--- src/rtl/oh_fifo_wrptr_ctl.sv ---
// Write-side pointer controller for a dual-clock FIFO: owns the binary write
// pointer, exports a registered Gray copy, and derives occupancy and flags.
module oh_fifo_wrptr_ctl #(
  parameter int unsigned AW    = 4,
  parameter int unsigned AFULL = (1 << AW) - 1
) (
  input  logic          clk,
  input  logic          reset,
  input  logic          wr_en,
  input  logic [AW:0]   rd_gray_sync,
  output logic          wr_ack,
  output logic [AW-1:0] wr_addr,
  output logic [AW:0]   wr_gray,
  output logic [AW:0]   wr_count,
  output logic          full,
  output logic          almost_full,
  output logic          overflow
);

  localparam logic [AW:0] LP_DEPTH = {1'b1, {AW{1'b0}}};
  localparam logic [AW:0] LP_AFULL = (AW+1)'(AFULL);

  logic [AW:0] r_wr_bin;
  logic [AW:0] r_wr_gray;
  logic [AW:0] r_wr_count;
  logic        r_full;
  logic        r_almost_full;
  logic        r_overflow;

  logic [AW:0] w_wr_bin_next;
  logic [AW:0] w_rd_bin;
  logic [AW:0] w_cnt_next;
  logic        w_ack;

  assign w_ack         = wr_en & ~r_full;
  assign w_wr_bin_next = r_wr_bin + (AW+1)'(w_ack);
  assign w_cnt_next    = w_wr_bin_next - w_rd_bin;

  // Each binary bit is the XOR of all Gray bits at or above it.
  always_comb begin
    w_rd_bin = '0;
    for (int unsigned i = 0; i <= AW; i++) begin
      w_rd_bin[i] = ^(rd_gray_sync >> i);
    end
  end

  always_ff @(posedge clk) begin
    if (reset) begin
      r_wr_bin      <= '0;
      r_wr_gray     <= '0;
      r_wr_count    <= '0;
      r_full        <= 1'b0;
      r_almost_full <= 1'b0;
      r_overflow    <= 1'b0;
    end else begin
      r_wr_bin      <= w_wr_bin_next;
      r_wr_gray     <= w_wr_bin_next ^ (w_wr_bin_next >> 1);
      r_wr_count    <= w_cnt_next;
      r_full        <= (w_cnt_next == LP_DEPTH);
      r_almost_full <= (w_cnt_next >= LP_AFULL);
      r_overflow    <= r_overflow | (wr_en & r_full);
    end
  end

  assign wr_ack      = w_ack;
  assign wr_addr     = r_wr_bin[AW-1:0];
  assign wr_gray     = r_wr_gray;
  assign wr_count    = r_wr_count;
  assign full        = r_full;
  assign almost_full = r_almost_full;
  assign overflow    = r_overflow;

endmodule

--- config.mk ---
export PLATFORM = sky130hd
export DESIGN_NAME = oh_fifo_wrptr_ctl
export DESIGN_NICKNAME = d
export VERILOG_FILES = /design/src/rtl/oh_fifo_wrptr_ctl.sv
export SDC_FILE = /design/constraint.sdc
export NUM_CORES = 1
export LEC_CHECK = 0
export ABC_AREA = 1
export CORE_MARGIN = 8
export CORE_UTILIZATION = 59
export CTS_CLUSTER_DIAMETER = 50
export DETAILED_ROUTE_END_ITERATION = 10
export DONT_BUFFER_PORTS = 1
export PLACE_DENSITY = 0.75
export SLEW_MARGIN = 5
export SYNTH_ARGS = -nofsm -noshare
export SYNTH_HDL_FRONTEND = slang
export SYNTH_SLANG_ARGS = --single-unit
export TNS_END_PERCENT = 100
--- constraint.sdc ---
create_clock -name clk -period 2.5 [get_ports clk]
set_input_delay 0.375 -clock clk [delete_from_list [all_inputs] [get_ports clk]]
set_output_delay 0.375 -clock clk [all_outputs]
set_load 0.01 [all_outputs]
; ---- Word-level counts from Yosys, hierarchy flattened
; Index checks and enable logic that the tools add are counted.
[op_classes]
addsub = 2
n_lt_le_gt_ge = 1
eq_ne = 1
bitwise_logic = 5
reduce_logical = 5
[op_table]
columns = cell, n
row1 = $reduce_xor 5->1, 5
row2 = $add 5x1->5, 1
row3 = $eq 5x5->1 const B, 1
row4 = $ge 5x4->1 const B, 1
row5 = $sub 5x5->5, 1
row6 = $xor 5x4->5, 1
row7 = $and 1x1->1, 2
row8 = $not 1->1, 1
row9 = $or 1x1->1, 1
[totals]
ff_bits = 18
in_bits = 8
output_inout_bits = 18
elab_cells = 20

; ---- Depth between registers and ports, before layout
; Gate-level depths: netlist of the first run.
[logic_depth]
ltp_word = 5
ltp_mapped = 17
mapped_depth_nobuf = 17

; ---- Worst setup path after synthesis of the first run
; No wires, ideal clock.
[synth_path]
path_kind = input -> register
start = input rd_gray_sync[3]
end = register r_full (netlist: full)
setup_ns = 0.064
t_arrival_ns = 2.182
t_required_ns = 2.436
slack_ns = 0.254
stages = 14
n_path_buf = 0
path_cell_list = inv_1 > nand2_2 > nand2_2 > nand2_2 > nand2_2 > xor2_2 > xor2_1 > inv_1 > ha_1 > fa_1 > xor2_1 > and3_1 > nand3_1 > nor2_1
[synth_between]
elab_chain_cells = 3
word_cells_on_any_way = 6
cone_classes = 1 x add/sub / 1 x eq/ne / 4 x reduce/logical
[synth_rtl]
columns = element, line
row1 = "start, declared", 10  ; input logic [AW:0] rd_gray_sync,
row2 = $reduce_xor 5->1, 43  ; w_rd_bin[i] = ^(rd_gray_sync >> i);
row3 = $sub 5x5->5 *, 37  ; assign w_cnt_next = w_wr_bin_next - w_rd_bin;
row4 = $eq 5x5->1 *, 59  ; r_full <= (w_cnt_next == LP_DEPTH);
row5 = "end signal, assigned", 59
row6 = "end, declared", 26  ; logic r_full;
; Mark *: on every way between the ends. The rest lies on a longest branch, timed or not.
; A chain may end at the register's enable or synchronous reset.

; ---- Worst setup path in the final report of the first run
[layout_path]
start = register r_full (netlist: full)
end = register r_full (netlist: full)
[layout_between]
elab_chain_cells = 5
[layout_rtl]
columns = element, line
row1 = $not 1->1, 35  ; assign w_ack = wr_en & ~r_full;
row2 = $and 1x1->1, 35
row3 = $add 5x1->5, 36  ; assign w_wr_bin_next = r_wr_bin + (AW+1)'(w_ack);
row4 = via w_wr_bin_next[1], 30  ; logic [AW:0] w_wr_bin_next;
row5 = $sub 5x5->5, 37
row6 = $eq 5x5->1, 59
; The timed path passes the listed nets, and every way through them passes these cells.

==> results.json, run 1 <==
{
  "number_of_antenna_violations_at_the_first_check_in_global_routing": 0,
  "synth_fp_nets": 128,
  "yosys_warnings": 0,
  "clock_tree_from_tritoncts": "yes",
  "worst-path-max-fanout": 6,
  "cpPeakStageDelay_ns": 0.47,
  "drt_first_pass_iters": 9,
  "wp_data_arrival_ns": 2.41,
  "placeableCoreArea_um2": 1454,
  "die_x_um": 54.86,
  "global_route.usage.met3": 0.02174,
  "finish.instance_area_um2": 934.6,
  "routed_vias_inst": 5.133,
  "post-cts-setup-buffer-count": 0,
  "grt_busiest_layer": "met2",
  "antenna_cells": 0,
  "routabilityCongestion": 0.8077,
  "final_critical_path_setup_slack_ns": 0.3207,
  "fp.dieArea_um2": 3009,
  "cts-root-to-sink-buffers": 2,
  "drive_above_1_share": 0.1933,
  "ctsHoldBuffers": 0,
  "avgRoutedWirePerCell_um": 13.15,
  "layout_worst_path_cycle_share": 0.8717,
  "clock_insertion_delay_worst_skew_ns": 0.29,
  "cts_num_sinks": 17,
  "grt_pass1_vias": 632,
  "cp-start-kind": "flip-flop",
  "placedInstanceArea_um2": 907.1,
  "p_per_area_nw_per_um2": 653.7,
  "report.final.hold_viol_count": 0,
  "drt_first_iter_violations": 16,
  "maxSlewViolCount": 0,
  "relSlewSlack": 0.7900,
  "timing.critical_path.cells": "inv_2, nand3_1, inv_1, ha_1, inv_1, fa_1, xor2_1, and3_1, nand3_1, nor2_1",
  "synth.cell_area_um2": 890.9,
  "worst_pin_slew_ns": 0.3145,
  "area_added_between_synthesis_and_finish_pct": 4.916,
  "setup_repair_after_global_routing_missed_its_margin": "false",
  "synth.ff_latch_count": 17,
  "drv.max_cap_violation_count": 0,
  "post_cts.resized_instances": 0,
  "via_count": 693,
  "critPathSlowestCell": "sky130_fd_sc_hd__fa_1",
  "grt.overflow.total": 0,
  "post-place-cells": 131,
  "place_ws_ns": 0.07667,
  "cp-end-kind": "flip-flop",
  "fin_nets": 133,
  "synth_cells": 115,
  "yosysSeqAreaShare": 0.3820,
  "achievable-frequency_mhz": 458.9,
  "grt_pass1_wl_um": 2615,
  "ctsHtreeMaxLevel": 1,
  "start_util": 0.6127,
  "critical_path_class": "flip-flop to flip-flop",
  "synthDistinctLibCells": 23,
  "grt_util_met2": 0.1981,
  "pin_count_of_the_biggest_net_entering_global_routing": 13,
  "average_footprint_of_a_synthesized_cell_um2": 7.747,
  "place.port_buffers": 0,
  "final-instance-count-excl-fill": 135,
  "cts.root.buffer_cell": "sky130_fd_sc_hd__clkbuf_4",
  "drc": 0,
  "number_of_buffers_inserted_during_clock_tree_synthesis": 3,
  "post-dp-hpwl_um": 1429,
  "setup_viol": 0,
  "static-leakage-power_nw": 0.4851,
  "global_route_usage_over_all_layers": 0.1176,
  "timing.final.crit_period_ns": 2.179,
  "clock_skew_ns": 0.0005105,
  "groute.layer.met1.usage": 0.1375,
  "ioPinCount": 26,
  "tns_ns": 0,
  "run_status": "finished, final reports clean",
  "die_height_um": 54.86,
  "cts.clk_slew.worst_paths_ns": 0.10,
  "drt_wl_total_um": 1775,
  "path_class_of_the_lowest_slack_min_delay_path": "input pin to flip-flop",
  "row_count": 14,
  "power.ir.vdd_worst_uv": 383.1,
  "antenna_violating_nets_left": 0,
  "critPathRequiredTime_ns": 2.73
}
==> synth_stat cells <==
cell type / instances / share of area
sky130_fd_sc_hd__or2_2: 1 / 0.0070
sky130_fd_sc_hd__a21oi_1: 7 / 0.039
sky130_fd_sc_hd__nor2_2: 1 / 0.0070
sky130_fd_sc_hd__nand4_1: 1 / 0.0070
sky130_fd_sc_hd__xor2_1: 4 / 0.039
sky130_fd_sc_hd__a22oi_1: 1 / 0.0084
sky130_fd_sc_hd__inv_2: 2 / 0.0084
sky130_fd_sc_hd__nand3_2: 2 / 0.022
sky130_fd_sc_hd__dfxtp_1: 17 / 0.38
sky130_fd_sc_hd__fa_1: 1 / 0.022
sky130_fd_sc_hd__inv_1: 17 / 0.072
sky130_fd_sc_hd__nand2_1: 16 / 0.067
sky130_fd_sc_hd__xor2_2: 1 / 0.018
sky130_fd_sc_hd__nand2_2: 10 / 0.070
sky130_fd_sc_hd__buf_6: 1 / 0.013
sky130_fd_sc_hd__o21ai_0: 3 / 0.017
sky130_fd_sc_hd__nor4_1: 1 / 0.0070
sky130_fd_sc_hd__nand3_1: 10 / 0.056
sky130_fd_sc_hd__xnor2_1: 1 / 0.0098
sky130_fd_sc_hd__ha_1: 4 / 0.056
sky130_fd_sc_hd__and3_1: 1 / 0.0070
sky130_fd_sc_hd__nor2_1: 12 / 0.051
sky130_fd_sc_hd__nand2_4: 1 / 0.013
==> power by group <==
group          switching (mW)  total (mW)  internal [mW]
combinational          0.0822       0.137         0.0548
clock                  0.0867       0.146         0.0595
sequential             0.0293       0.328          0.299
total                   0.198       0.611          0.413
==> sequential cells by signal, indices dropped and copies added, names as in the netlist <==
name,cells
r_wr_bin,5
wr_count,5
wr_gray,4
almost_full,1
full,1
overflow,1
==> layer usage <==
metal	share of wire	up-vias	wire, µm
met5	0	-	0
met4	0	0	0
met3	0.10	0	180
met2	0.48	26	860
met1	0.41	296	734
li1	-	371	-
==> final cells by class <==
class                      count  area, µm²
tap                           16      20.02
fill                         150      519.2
multi-input combinational     78      467.9
clock inverter                 1      5.005
clock buffer                   3      22.52
sequential                    17      340.3
inverter                      19      71.32
timing repair buffer           1      7.507
==> worst paths after layout <==
kind	startpoint	endpoint	slack, ns	cells after the start
setup / recovery	full	full	0.32	10
hold / removal	reset	wr_count[1]	0.14	1
setup reg to reg	full	full	0.32	10
hold reg to reg	overflow	overflow	0.55	2
==> through the flow <==
step                      hold WS [ns]  power (mW)  utilization
after floorplan                 0.4591      0.4457            -
after global placement          0.4470      0.4661       0.6239
after detailed placement        0.4479      0.4727       0.6239
after CTS                       0.1335      0.6150       0.6429
after global routing            0.1373      0.6425       0.6429
final                           0.1404      0.6110       0.6429
==> worst max-delay path, delay by kind of cell, from the launching register on <==
| kind | cells | cell delay [ns] |
|---|---|---|
| DFF | 1 | 0.46 |
| xor gates and xnor gates | 1 | 0.20 |
| and+or+nand+nor | 4 | 0.45 |
| adders and majority gates | 2 | 0.78 |
| buffers and inverters | 3 | 0.23 |
==> logic make-up after synthesis <==
family,count (synthesis),share of synthesized area
AND/OR/NAND/NOR,56,0.3146
AO/OA/AOI/OAI,11,0.06460
flip-flops,17,0.3820
buffers and inverters,20,0.09270
adder cells (fa/ha/maj),5,0.07865
XOR/XNOR,6,0.06742
==> cell usage in the layout, fill, tap and decap left out, types with 2 or more instances in the layout <==
cell / netlist / routed
sky130_fd_sc_hd__a21oi_1: 7 / 7
sky130_fd_sc_hd__inv_2: 2 / 2
sky130_fd_sc_hd__ha_1: 4 / 4
sky130_fd_sc_hd__nor2_1: 12 / 12
sky130_fd_sc_hd__nand2_2: 10 / 10
sky130_fd_sc_hd__clkbuf_4: 0 / 3
sky130_fd_sc_hd__dfxtp_1: 17 / 17
sky130_fd_sc_hd__xor2_1: 4 / 4
sky130_fd_sc_hd__inv_1: 17 / 17
sky130_fd_sc_hd__nand3_2: 2 / 2
sky130_fd_sc_hd__nand2_1: 16 / 16
sky130_fd_sc_hd__nand3_1: 10 / 10
sky130_fd_sc_hd__o21ai_0: 3 / 3
Note: power is estimated with default switching activity, not from simulation.
==> inputs of run 2 (changes only) <==
Settings changed: CORE_UTILIZATION 59 to 50, MAX_ROUTING_LAYER set to met4, PLACE_DENSITY 0.75 to not set.
==> run 2 against run 1 <==
  * Setup slack got worse by 0.032 ns
  * Utilization shrank 8.9 points
  * Count of clock-buffer cells in the layout did not move
  * Global-route usage decreased by 0.69 points
==> results.json, run 2 (synthesis results as in run 1) <==
{
  "run_status": "finished, final reports clean",
  "finish.instance_area_um2": 945.9,
  "die_x_um": 58.21,
  "placeableCoreArea_um2": 1708,
  "clock_tree_from_tritoncts": "yes",
  "post-cts-setup-buffer-count": 0,
  "via_count": 692,
  "detail_route.wirelength.met1_um": 827,
  "critical_path_class": "flip-flop to flip-flop",
  "cp-end-kind": "flip-flop",
  "report.final.hold_viol_count": 0,
  "layout_worst_path_cycle_share": 0.8845,
  "cts.clk_slew.worst_paths_ns": 0.10,
  "p_per_area_nw_per_um2": 639.8,
  "fillCellCount": 165,
  "setup_repair_after_global_routing_missed_its_margin": "false",
  "start_util": 0.5216,
  "global_route_usage_over_all_layers": 0.1108,
  "clock_insertion_delay_worst_skew_ns": 0.28,
  "cpPeakStageDelay_ns": 0.44,
  "tns_ns": 0,
  "cp.buffers_inverters": 1,
  "worst_pin_slew_ns": 0.3392,
  "drt_wl_total_um": 1720,
  "achievable-frequency_mhz": 452.2,
  "timing.critical_path.cells": "nand3_1, inv_1, ha_1, xor2_1, ha_1, xor2_1, and3_1, nand3_1, nor2_1",
  "setup_viol": 0,
  "cts.root.buffer_cell": "sky130_fd_sc_hd__clkbuf_4",
  "number_of_antenna_violations_at_the_first_check_in_global_routing": 0,
  "p_sw_frac": 0.3178,
  "multi_input_comb_area_um2": 467.9,
  "grt_pass1_vias": 647,
  "power.ir.vdd_worst_uv": 387.4,
  "post_cts.resized_instances": 0,
  "wp_data_arrival_ns": 2.44,
  "fin_nets": 133,
  "critPathSlowestCell": "sky130_fd_sc_hd__dfxtp_1",
  "ioPinCount": 26,
  "critPathRequiredTime_ns": 2.73,
  "cts_num_sinks": 17,
  "number_of_buffers_inserted_during_clock_tree_synthesis": 3,
  "static-leakage-power_nw": 0.4851,
  "antenna_cells": 0,
  "met2WireLength_um": 737,
  "ctsHtreeMaxLevel": 1,
  "drv.max_cap_violation_count": 0,
  "drc": 0,
  "cp-start-kind": "flip-flop",
  "drive_above_1_share": 0.1933,
  "internal_power_uw": 412.9,
  "ctsHoldBuffers": 0,
  "layout_common_cells": "sky130_fd_sc_hd__inv_1, sky130_fd_sc_hd__dfxtp_1, sky130_fd_sc_hd__nand2_1",
  "avgRoutedWirePerCell_um": 11.94,
  "grt_pass1_wl_um": 2835,
  "totalPowerFinal_uw": 605.2,
  "relSlewSlack": 0.7736,
  "antenna_violating_nets_left": 0,
  "place_ws_ns": 0.06504,
  "cts-root-to-sink-buffers": 2,
  "power_share_of_the_sequential_group": 0.540,
  "switchingPower_uw": 192.3,
  "placedInstanceArea_um2": 918.4,
  "grt.overflow.total": 0,
  "path_class_of_the_lowest_slack_min_delay_path": "input pin to flip-flop",
  "maxSlewViolCount": 0,
  "die_height_um": 58.21,
  "drt_first_pass_iters": 4,
  "detailroute.wirelength.met3_um": 139,
  "seq_area_um2": 340.3,
  "highest_layer": "met4",
  "final_critical_path_setup_slack_ns": 0.2887,
  "timing.final.crit_period_ns": 2.211,
  "share_comb_of_total_power": 0.226,
  "routed_vias_inst": 4.806,
  "row_count": 15,
  "pin_count_of_the_biggest_net_entering_global_routing": 13,
  "place.port_buffers": 0,
  "worst-path-max-fanout": 4,
  "fp.dieArea_um2": 3388,
  "clock_skew_ns": 0.001775,
  "drt_first_iter_violations": 8,
  "routabilityCongestion": 0.7546,
  "clock_power_share": 0.234,
  "area_added_between_synthesis_and_finish_pct": 6.180,
  "post-dp-hpwl_um": 1447,
  "critical-path-top-delay-family": "adder cells"
}
## run 2: path summary, 6_finish.rpt
kind / slack [ns] / startpoint / depth (start not counted) / end
hold reg to reg: 0.55 / overflow / 2 / overflow
setup reg to reg: 0.29 / r_wr_bin[0] / 9 / full
setup / recovery: 0.29 / r_wr_bin[0] / 9 / full
hold / removal: 0.15 / reset / 1 / wr_count[1]
## run 2: metrics by stage
| step | util | hold slack [ns] | instances |
|---|---|---|---|
| 2_1_floorplan | - | 0.4591 | 115 |
| 3_3_place_gp | 0.5377 | 0.4461 | 140 |
| 3_5_place_dp | 0.5377 | 0.4461 | 140 |
| 4_1_cts | 0.5538 | 0.1352 | 144 |
| 5_1_grt | 0.5538 | 0.1222 | 144 |
| 6_report | 0.5538 | 0.1451 | 144 |
## run 2: power by group through the flow
stage | Clock, mW | Sequential [mW] | Combinational, mW
final | 0.142 | 0.327 | 0.137
after global routing | 0.158 | 0.330 | 0.160
after CTS | 0.146 | 0.328 | 0.138
after detailed placement | 0 | 0.335 | 0.138
after global placement | 0 | 0.334 | 0.135
after floorplan | 0 | 0.329 | 0.117
## run 2: area by class of cell
type                       count  share of cell area
inverter                      19             0.07540
clock buffer                   3             0.02381
clock inverter                 1            0.005291
sequential                    17              0.3598
timing repair buffer           1            0.007937
tap                           25             0.03307
multi-input combinational     78              0.4947
## run 2: metal layers
layer,GRT usage,vias up
met1,0.1353,300
met2,0.1545,22
met5,-,-
li1,-,368
met4,0.05594,0
met3,0.04194,2
==> inputs of run 3 (changes only) <==
Settings changed: ABC_AREA 1 to not set.
==> run 3 against run 2 <==
  * Utilization grew 13 points
  * Cell area up 12%
  * Wire length fell by 2.0%
  * Critical path depth grew 2
  * Setup slack lost 0.18 ns
  * Critical path type is now input pin to flip-flop
  * Non-clock buffer count rose by 16
  * Sequential share of layout area is 3.7 points lower
  * Final cell count down 17%
==> results.json, run 3 <==
{
  "setup_repair_after_global_routing_missed_its_margin": "false",
  "synth_edf_count": 0,
  "maxSlewViolCount": 0,
  "worst_r2r_startpoint": "full",
  "timing.critical_path.cells": "xnor3_2, xor2_2, xnor2_1, ha_2, fa_2, nor2b_4, nor3_2, o31ai_2, mux2i_1, inv_1, and3_1",
  "synth_area_leader_cell": "sky130_fd_sc_hd__dfxtp_1",
  "grt.overflow.total": 0,
  "layout_commonest_cell": "sky130_fd_sc_hd__buf_4",
  "synthMuxAreaShare": 0.01203,
  "run_status": "finished, final reports clean",
  "row_count": 14,
  "post-place-cells": 115,
  "drt_first_pass_iters": 4,
  "achievable-frequency_mhz": 417.8,
  "number_of_buffers_inserted_during_clock_tree_synthesis": 3,
  "post-cts-setup-buffer-count": 0,
  "synth.top_cells.by_count": "sky130_fd_sc_hd__dfxtp_1, sky130_fd_sc_hd__nor2_1, sky130_fd_sc_hd__xnor2_1",
  "place_ws_ns": -0.2923,
  "area_added_between_synthesis_and_finish_pct": 27.37,
  "yosysSeqAreaShare": 0.4090,
  "cts_num_sinks": 17,
  "ys_top_cells_by_area": "sky130_fd_sc_hd__dfxtp_1, sky130_fd_sc_hd__xnor2_1, sky130_fd_sc_hd__nor2_1",
  "post-dp-hpwl_um": 1339,
  "asyncSetResetFlopFracSynth": 0,
  "final_critical_path_setup_slack_ns": 0.1063,
  "worstRegToRegCells": 10,
  "reg2reg_setup_slack_ns": 0.14,
  "start_util": 0.5398,
  "die_x_um": 56.80,
  "worst-path-max-fanout": 2,
  "report.final.hold_viol_count": 0,
  "drc": 0,
  "synth_xor_area_frac": 0.2331,
  "place.port_buffers": 0,
  "cp-end-kind": "flip-flop",
  "via_count": 619,
  "netlist.area_leader.share": 0.4090,
  "cp-start-kind": "input pin",
  "clock_skew_ns": 0.001890,
  "avgRoutedWirePerCell_um": 14.17,
  "drv.max_cap_violation_count": 0,
  "critical_path_class": "input pin to flip-flop",
  "global_route_usage_over_all_layers": 0.1106,
  "clock_insertion_delay_worst_skew_ns": 0.29,
  "number_of_antenna_violations_at_the_first_check_in_global_routing": 0,
  "drive_above_1_share": 0.3398,
  "antenna_cells": 0,
  "synth_cells": 84,
  "holdPathStages": 1,
  "routed_vias_inst": 5.202,
  "hold_path_end": "r_wr_bin[1]",
  "antenna_violating_nets_left": 0,
  "cp.buffers_inverters": 1,
  "share_comb_of_total_power": 0.367,
  "drt_first_iter_violations": 8,
  "routabilityCongestion": 0.7641,
  "synth-simple-area-share": 0.1820,
  "switchingPower_uw": 240.1,
  "power_share_of_the_sequential_group": 0.443,
  "r2r_end": "full",
  "p_sw_frac": 0.3119,
  "relSlewSlack": 0.7429,
  "placeableCoreArea_um2": 1541,
  "power.ir.vdd_worst_uv": 399.6,
  "wp_data_arrival_ns": 2.59,
  "synth-main-ff-cell": "sky130_fd_sc_hd__dfxtp_1",
  "p_per_area_nw_per_um2": 726.4,
  "static-leakage-power_nw": 0.4659,
  "synth.ff_latch_count": 17,
  "path_class_of_the_lowest_slack_min_delay_path": "input pin to flip-flop",
  "hp-start": "reset",
  "cts.root.buffer_cell": "sky130_fd_sc_hd__clkbuf_4",
  "drt_wl_total_um": 1686,
  "internal_power_uw": 529.7,
  "timing.final.crit_period_ns": 2.394,
  "fin_nets": 117,
  "yosys_warnings": 0,
  "critical-path-top-delay-family": "XOR/XNOR gates",
  "layout_worst_path_cycle_share": 0.9575,
  "die_height_um": 56.80,
  "critPathSlowestCell": "sky130_fd_sc_hd__xnor3_2",
  "cts.clk_slew.worst_paths_ns": 0.10,
  "synth_fa_ha_area_frac": 0.08421,
  "grt_pass1_vias": 635,
  "synth_fp_nets": 97,
  "synth-compound-area-share": 0.05263,
  "combinational_family_with_the_most_area_after_synthesis": "XOR/XNOR gates",
  "final-instance-count-excl-fill": 119,
  "cts-root-to-sink-buffers": 2,
  "critPathRequiredTime_ns": 2.69,
  "synthDistinctLibCells": 26,
  "layout_common_cells": "sky130_fd_sc_hd__buf_4, sky130_fd_sc_hd__nor2_1, sky130_fd_sc_hd__dfxtp_1",
  "grt_pass1_wl_um": 2773,
  "post-synth-top-count-cell": "sky130_fd_sc_hd__dfxtp_1",
  "synth.cell_area_um2": 832.0,
  "setup_viol": 0,
  "pin_count_of_the_biggest_net_entering_global_routing": 18,
  "ioPinCount": 26,
  "fp.dieArea_um2": 3226,
  "cpPeakStageDelay_ns": 0.43,
  "clock_power_share": 0.190,
  "worst_pin_slew_ns": 0.3830,
  "ctsHtreeMaxLevel": 1,
  "clock_tree_from_tritoncts": "yes",
  "average_footprint_of_a_synthesized_cell_um2": 9.905
}
## run 3: changes by cell type in the layout (fill, tap and decap cells not counted), sizes merged, moves of 3 or more
cell   before  now
nand2      27    2
buf         1   17
inv        19    4
xnor2       1   13
nand3      12    1
a21oi       7    1
nor2b       0    4
nor2       13   16
## run 3: worst reg2reg max path: stages, from the launching register on
cell and delay [ns]:
sky130_fd_sc_hd__dfxtp_2 0.35, sky130_fd_sc_hd__and3b_2 0.24, sky130_fd_sc_hd__ha_4 0.27, sky130_fd_sc_hd__inv_1 0.07
sky130_fd_sc_hd__fa_2 0.42, sky130_fd_sc_hd__nor2b_4 0.13, sky130_fd_sc_hd__nor3_2 0.05, sky130_fd_sc_hd__o31ai_2 0.26
sky130_fd_sc_hd__mux2i_1 0.26, sky130_fd_sc_hd__inv_1 0.07, sky130_fd_sc_hd__and3_1 0.16
## run 3: power groups by stage
stage / Sequential, mW / Combinational [mW] / Clock [mW]
2_1_floorplan: 0.347 / 0.156 / 0
3_3_place_gp: 0.347 / 0.258 / 0
3_5_place_dp: 0.348 / 0.264 / 0
4_1_cts: 0.342 / 0.265 / 0.153
5_1_grt: 0.346 / 0.313 / 0.171
6_report: 0.341 / 0.282 / 0.146
## run 3: what timing repair did
action,4_1_cts,5_1_grt
hold buffers,0,0
pin swaps,1,1
setup endpoints to repair,1,3
resized for setup,1,9
## run 3: per-stage QoR
stage          instance area, µm²  hold slack [ns]    util  TNS [ns]  power, mW
3_5_place_dp                984.7           0.4461  0.6388   -0.6844     0.6114
3_3_place_gp                984.7           0.4446  0.6388   -0.5998     0.6053
5_1_grt                      1060           0.1050  0.6875         0     0.8296
2_1_floorplan               844.6           0.5022       -   -0.1740     0.5029
6_report                     1060           0.1333  0.6875         0     0.7698
4_1_cts                      1013           0.1253  0.6575         0     0.7591
## run 3: logic make-up after synthesis
family | after synthesis
buf+inv | 6
compound gates | 6
simple gates | 31
mux | 1
fa+ha+maj | 5
flops | 17
xor+xnor | 18
## run 3: worst max-delay path by stage
stage,cells past startpoint,slack [ns],endpoint,start
6_report,11,0.11,full,rd_gray_sync[2]
3_5_place_dp,11,-0.29,full,rd_gray_sync[2]
5_1_grt,11,0.004,full,full
2_1_floorplan,11,-0.15,full,rd_gray_sync[2]
4_1_cts,11,0.009,full,full
3_3_place_gp,11,-0.26,full,rd_gray_sync[2]
## run 3: layer usage
metal	vias up	routed length, µm	track usage
met5	-	0	-
met2	14	837	0.1740
li1	313	-	-
met4	0	35	0.06040
met3	5	90	0.03596
met1	287	722	0.1207
## run 3: layout make-up
class	count	area [µm²]
Timing Repair Buffer	17	127.6
Sequential cell	17	341.6
Fill cell	136	481.7
Multi-Input combinational cell	61	528.0
Clock inverter	1	5.005
Tap cell	16	20.02
Inverter	4	15.01
Clock buffer	3	22.52
